### src/rtl/hazard_scoreboard_pkg.sv
// Shared constants for the scoreboard hazard unit (register file geometry, default latencies).
package hazard_scoreboard_pkg;

    // Register index width of the MIPS register file.
    localparam int unsigned REGISTER_BITS    = 5;

    // Extra cycles a load result trails an ALU result (single-cycle data memory).
    localparam int unsigned DEFAULT_LOAD_LAT = 1;

    // Default width of the stall performance counter.
    localparam int unsigned DEFAULT_CNT_W    = 16;

    // Per-register counter width: must hold 1 + load_lat.
    function automatic int unsigned sb_cnt_width(input int unsigned load_lat);
        return $clog2(load_lat + 2);
    endfunction

endpackage

### src/rtl/hazard_sb_entry.sv
// One scoreboard entry: cycles remaining until a register's pending result can be forwarded.
module hazard_sb_entry #(
    parameter int unsigned CNT_W = 2
) (
    input  logic             clk,
    input  logic             rst,
    input  logic             load,
    input  logic             hold,
    input  logic [CNT_W-1:0] load_val,
    output logic [CNT_W-1:0] cnt
);

    logic [CNT_W-1:0] cnt_d;
    logic [CNT_W-1:0] cnt_q;

    // Next count: frozen pipe holds; a new producer overrides aging; otherwise count down to zero.
    always_comb begin
        cnt_d = cnt_q;
        if (!hold) begin
            if (load) begin
                cnt_d = load_val;
            end else if (cnt_q != '0) begin
                cnt_d = cnt_q - CNT_W'(1);
            end
        end
    end

    // Count register.
    always_ff @(posedge clk or posedge rst) begin
        if (rst) begin
            cnt_q <= '0;
        end else begin
            cnt_q <= cnt_d;
        end
    end

    assign cnt = cnt_q;

endmodule

### src/rtl/hazard_scoreboard.sv
// Scoreboard-based hazard unit beside ID: per-register result latency drives hold, bubble and freeze.
module hazard_scoreboard
    import hazard_scoreboard_pkg::*;
#(
    parameter int unsigned REG_BITS     = REGISTER_BITS,
    parameter int unsigned LOAD_LAT     = DEFAULT_LOAD_LAT,
    parameter int unsigned BRANCH_IN_ID = 1,
    parameter int unsigned CNT_W        = DEFAULT_CNT_W
) (
    input  logic                clk,
    input  logic                rst,
    input  logic                id_valid,
    input  logic                id_kill,
    input  logic [REG_BITS-1:0] id_rs,
    input  logic [REG_BITS-1:0] id_rt,
    input  logic                id_use_rs,
    input  logic                id_use_rt,
    input  logic                id_branch,
    input  logic                id_wr_en,
    input  logic [REG_BITS-1:0] id_wr_reg,
    input  logic                id_is_load,
    input  logic                mem_busy,
    output logic                hold,
    output logic                id_flush,
    output logic                freeze,
    output logic [CNT_W-1:0]    stall_cnt
);

    localparam int unsigned NREG  = 1 << REG_BITS;
    localparam int unsigned CW    = sb_cnt_width(LOAD_LAT);
    localparam bit          BR_ID = (BRANCH_IN_ID != 0);

    logic [CW-1:0]    cnt [NREG];
    logic [CW-1:0]    rs_cnt;
    logic [CW-1:0]    rt_cnt;
    logic [CW-1:0]    thr;
    logic [CW-1:0]    issue_val;
    logic             raw;
    logic             issue;
    logic [CNT_W-1:0] stall_cnt_d;
    logic [CNT_W-1:0] stall_cnt_q;

    // r0 never has a pending result; every other register gets its own down-counter.
    assign cnt[0] = '0;

    for (genvar r = 1; r < NREG; r++) begin : g_entry
        hazard_sb_entry #(
            .CNT_W    (CW)
        ) u_entry (
            .clk      (clk),
            .rst      (rst),
            .load     (issue && (id_wr_reg == REG_BITS'(r))),
            .hold     (freeze),
            .load_val (issue_val),
            .cnt      (cnt[r])
        );
    end

    // Source read muxes and the consumer-dependent distance threshold.
    always_comb begin
        rs_cnt = cnt[id_rs];
        rt_cnt = cnt[id_rt];
        thr    = (id_branch && BR_ID) ? '0 : CW'(1);
    end

    // Hazard decision and pipeline control, zero latency from ID inputs.
    always_comb begin
        raw       = id_valid && !id_kill &&
                    ((id_use_rs && (rs_cnt > thr)) || (id_use_rt && (rt_cnt > thr)));
        freeze    = mem_busy;
        hold      = mem_busy || raw;
        id_flush  = raw && !mem_busy;
        issue     = id_valid && !id_kill && !hold && id_wr_en && (id_wr_reg != '0);
        issue_val = id_is_load ? CW'(LOAD_LAT + 1) : CW'(1);
    end

    // Saturating count of cycles lost to RAW stalls; frozen cycles are not counted.
    always_comb begin
        stall_cnt_d = stall_cnt_q;
        if (raw && !freeze && (stall_cnt_q != '1)) begin
            stall_cnt_d = stall_cnt_q + CNT_W'(1);
        end
    end

    // Stall counter register.
    always_ff @(posedge clk or posedge rst) begin
        if (rst) begin
            stall_cnt_q <= '0;
        end else begin
            stall_cnt_q <= stall_cnt_d;
        end
    end

    assign stall_cnt = stall_cnt_q;

endmodule

### config.mk
export PLATFORM = sky130hd
export DESIGN_NAME = hazard_scoreboard
export DESIGN_NICKNAME = d
export VERILOG_FILES = /design/src/rtl/hazard_scoreboard_pkg.sv /design/src/rtl/hazard_sb_entry.sv /design/src/rtl/hazard_scoreboard.sv
export SDC_FILE = /design/constraint.sdc
export NUM_CORES = 1
export LEC_CHECK = 0
export ABC_CLOCK_PERIOD_IN_PS = 4650
export CORE_MARGIN = 2
export CORE_UTILIZATION = 27
export DETAILED_ROUTE_END_ITERATION = 8
export PLACE_DENSITY = 0.51
export SLEW_MARGIN = 15
export SYNTH_ARGS = -nofsm -noshare
export SYNTH_HDL_FRONTEND = slang
export SYNTH_HIERARCHICAL = 1
export SYNTH_SLANG_ARGS = --single-unit
### constraint.sdc
create_clock -name clk -period 4.65 [get_ports clk]
set_input_delay 0.465 -clock clk [delete_from_list [all_inputs] [get_ports clk]]
set_output_delay 0.465 -clock clk [all_outputs]
set_load 0.1 [all_outputs]
==> out/qor.yml <==
outcome: "finished, final reports clean"
clkTransAtPathRegs_ns: 0.06
io_pins: 44
io_buffer_count: 43
cp_top_family: "multiplexers"
utilization: 0.329
syn_area_um2: 5910
rsz0062_at_grt: "no"
post_drt_wl_per_cell_um: 16.8
initial_core_util: 0.273
avgSynthCellArea_um2: 8.94
final_nets: 776
power_density_nw_per_um2: 593
core_area_um2: 21600
syn_nets: 720
clockBufferDepth: 2
min_period_over_period: 0.942
cp-start-kind: "input port"
p_leak_nw: 2.93
worstMarginPinSlew_ns: 0.981
row_count: 54
cts_buffers: 9
max_freq_mhz: 228
ys_seq_area_frac: 0.330
gp_congestion: 0.802
max-slew-margin-rel: 0.344
drt_iter0_markers: 272
cpMaxStageDelayCell: "clkdlybuf4s50_1"
finalPower_mw: 4.23
cts_tree: "yes"
netlist-cell-type-count: 49
final_cell_area_um2: 7120
hp-class: "register to register"
synthMuxAreaShare: 0.137
die_y_um: 152
track_usage: 0.150
max_stage_delay_ns: 0.51
synth_top_family_by_area: "compound AO/OA/AOI/OAI gates"
cp.arrival_ns: 3.92
drv_slew: 0
diodes: 0
drv_cap: 0
clk_latency_ns: 0.35
synthCells: 661
fin_skew_ns: 0.00738
synth_seq_cells: 78
grt_max_degree: 62
postRouteAntennaNets: 0
synth-adder-area-share: 0.0720
timing.final.ws_setup_ns: 0.269
layout-drive-gt1-share: 0.161
synthSimpleGateAreaFrac: 0.146
htree_levels: 3
final_common_cell: "inv_1"
firstDrtPassIters: 5
dieArea_um2: 23100
irDropWorstVdd_mv: 0.233
post_cts_resized: 0
final_hold_viol_count: 0
async_flop_share: 1.00
cp.required_ns: 4.18
synth_xor_xnor_area_share: 0.0222
cp_num_buf_inv: 4
post-cts-setup-buffers: 0
ctsHoldBuffers: 0
drcViolationCount: 0
dominantRegCellSynth: "dfrtp_1"
worstPathMaxFanout: 17
cts.sinks: 78
finalSetupViolCount: 0
drt_wl_total_um: 16900
multiInputGateArea_um2: 3360
grt_overflow: 0
worstSetupPathType: "input port to primary output"
critPathCaptureType: "primary output"
min_period_ns: 4.38
synth_compound_area_frac: 0.189
grt_first_pass_wirelength_um: 27600
dp_slack_ns: -0.0778
seqCellArea_um2: 1950
routed_via_density: 5.09
synth_edf_count: 0
final_cell_mix: "135 x inv_1, 78 x dfrtp_1, 67 x nor3_1, 62 x a21oi_1, 62 x o22ai_1"
vias: 5103
grt_pass1_vias: 5197
syn_to_final_growth_pct: 20.5
yosysWarnings: 6
tns_ns: 0
placed_cell_area_um2: 6800
antenna_found_initial: 0
hpwlAfterDp_um: 12200
fillers: 2233
root_buffer: "clkbuf_16"
cp_cell_sequence: "clkdlybuf4s50_1 > buf_12 > mux4_2 > mux4_2 > mux2i_1 > ha_1 > nor2_1 > a2111oi_2 > o2111ai_2 > buf_4 > a31o_2 > buf_12"
die_w_um: 152
==> logic make-up after synthesis <==
group                      after synthesis
buffers and inverters                  153
xor gates and xnor gates                15
muxes                                   45
DFF                                     78
AOI/OAI and AO/OA                      171
adders and majority gates               34
and+or+nand+nor                        165
==> flip-flops by register name, indices dropped and copies added, names as in the netlist <==
name and cells:
stall_cnt 16, g_entry.u_entry/cnt 62
==> per-stage QoR <==
step,hold WS (ns),cells
after floorplan,0.206,661
after detailed placement,0.482,986
after global routing,0.517,1002
after CTS,0.497,1002
after global placement,0.492,986
final,0.503,1002
==> routing by layer <==
metal,wire (um),track usage
met5,0,0
met4,151,0.0325
met3,865,0.0425
met1,8290,0.209
met2,7570,0.233
==> cell type report <==
type	count	area share
inverter	135	0.0711
clock buffer	12	0.0346
sequential	78	0.274
timing repair buffer	63	0.0892
tap	280	0.0492
clock inverter	4	0.00984
multi-input combinational	430	0.472
==> synth_stat cells, drive strengths merged (11+ instances only) <==
cell type / n / area (um^2)
inv: 135 / 507
a21oi: 93 / 582
dfrtp: 78 / 1950
nor3: 67 / 335
o22ai: 62 / 388
nor2: 35 / 146
ha: 34 / 425
mux4: 28 / 631
buf: 15 / 91.3
xnor2: 14 / 123
nand2: 13 / 48.8
mux2i: 12 / 120
nand3: 11 / 55.1
==> final timing paths <==
| path | depth (start not counted) | endpoint | start | slack [ns] |
|---|---|---|---|---|
| max | 12 | hold | id_rt[0] | 0.27 |
| min | 1 | stall_cnt[7]$_DFFE_PP0P_ | stall_cnt[7]$_DFFE_PP0P_ | 0.50 |
| max reg2reg | 13 | g_entry[23].u_entry/cnt[0]$_DFFE_PP0P_ | g_entry[31].u_entry/cnt[0]$_DFFE_PP0P_ | 0.75 |
| min reg2reg | 1 | stall_cnt[7]$_DFFE_PP0P_ | stall_cnt[7]$_DFFE_PP0P_ | 0.50 |
| max in group asynchronous | 3 | stall_cnt[15]$_DFFE_PP0P_ | rst | 3.37 |
| min in group asynchronous | 3 | g_entry[17].u_entry/cnt[1]$_DFFE_PP0P_ | rst | 0.59 |
==> where the power goes <==
part / total [mW] / switching (mW) / internal, mW
sequential: 1.32 / 0.345 / 0.976
combinational: 2.13 / 1.11 / 1.02
clock: 0.773 / 0.289 / 0.484
total: 4.23 / 1.75 / 2.48
Note: power is estimated with default switching activity, not from simulation.
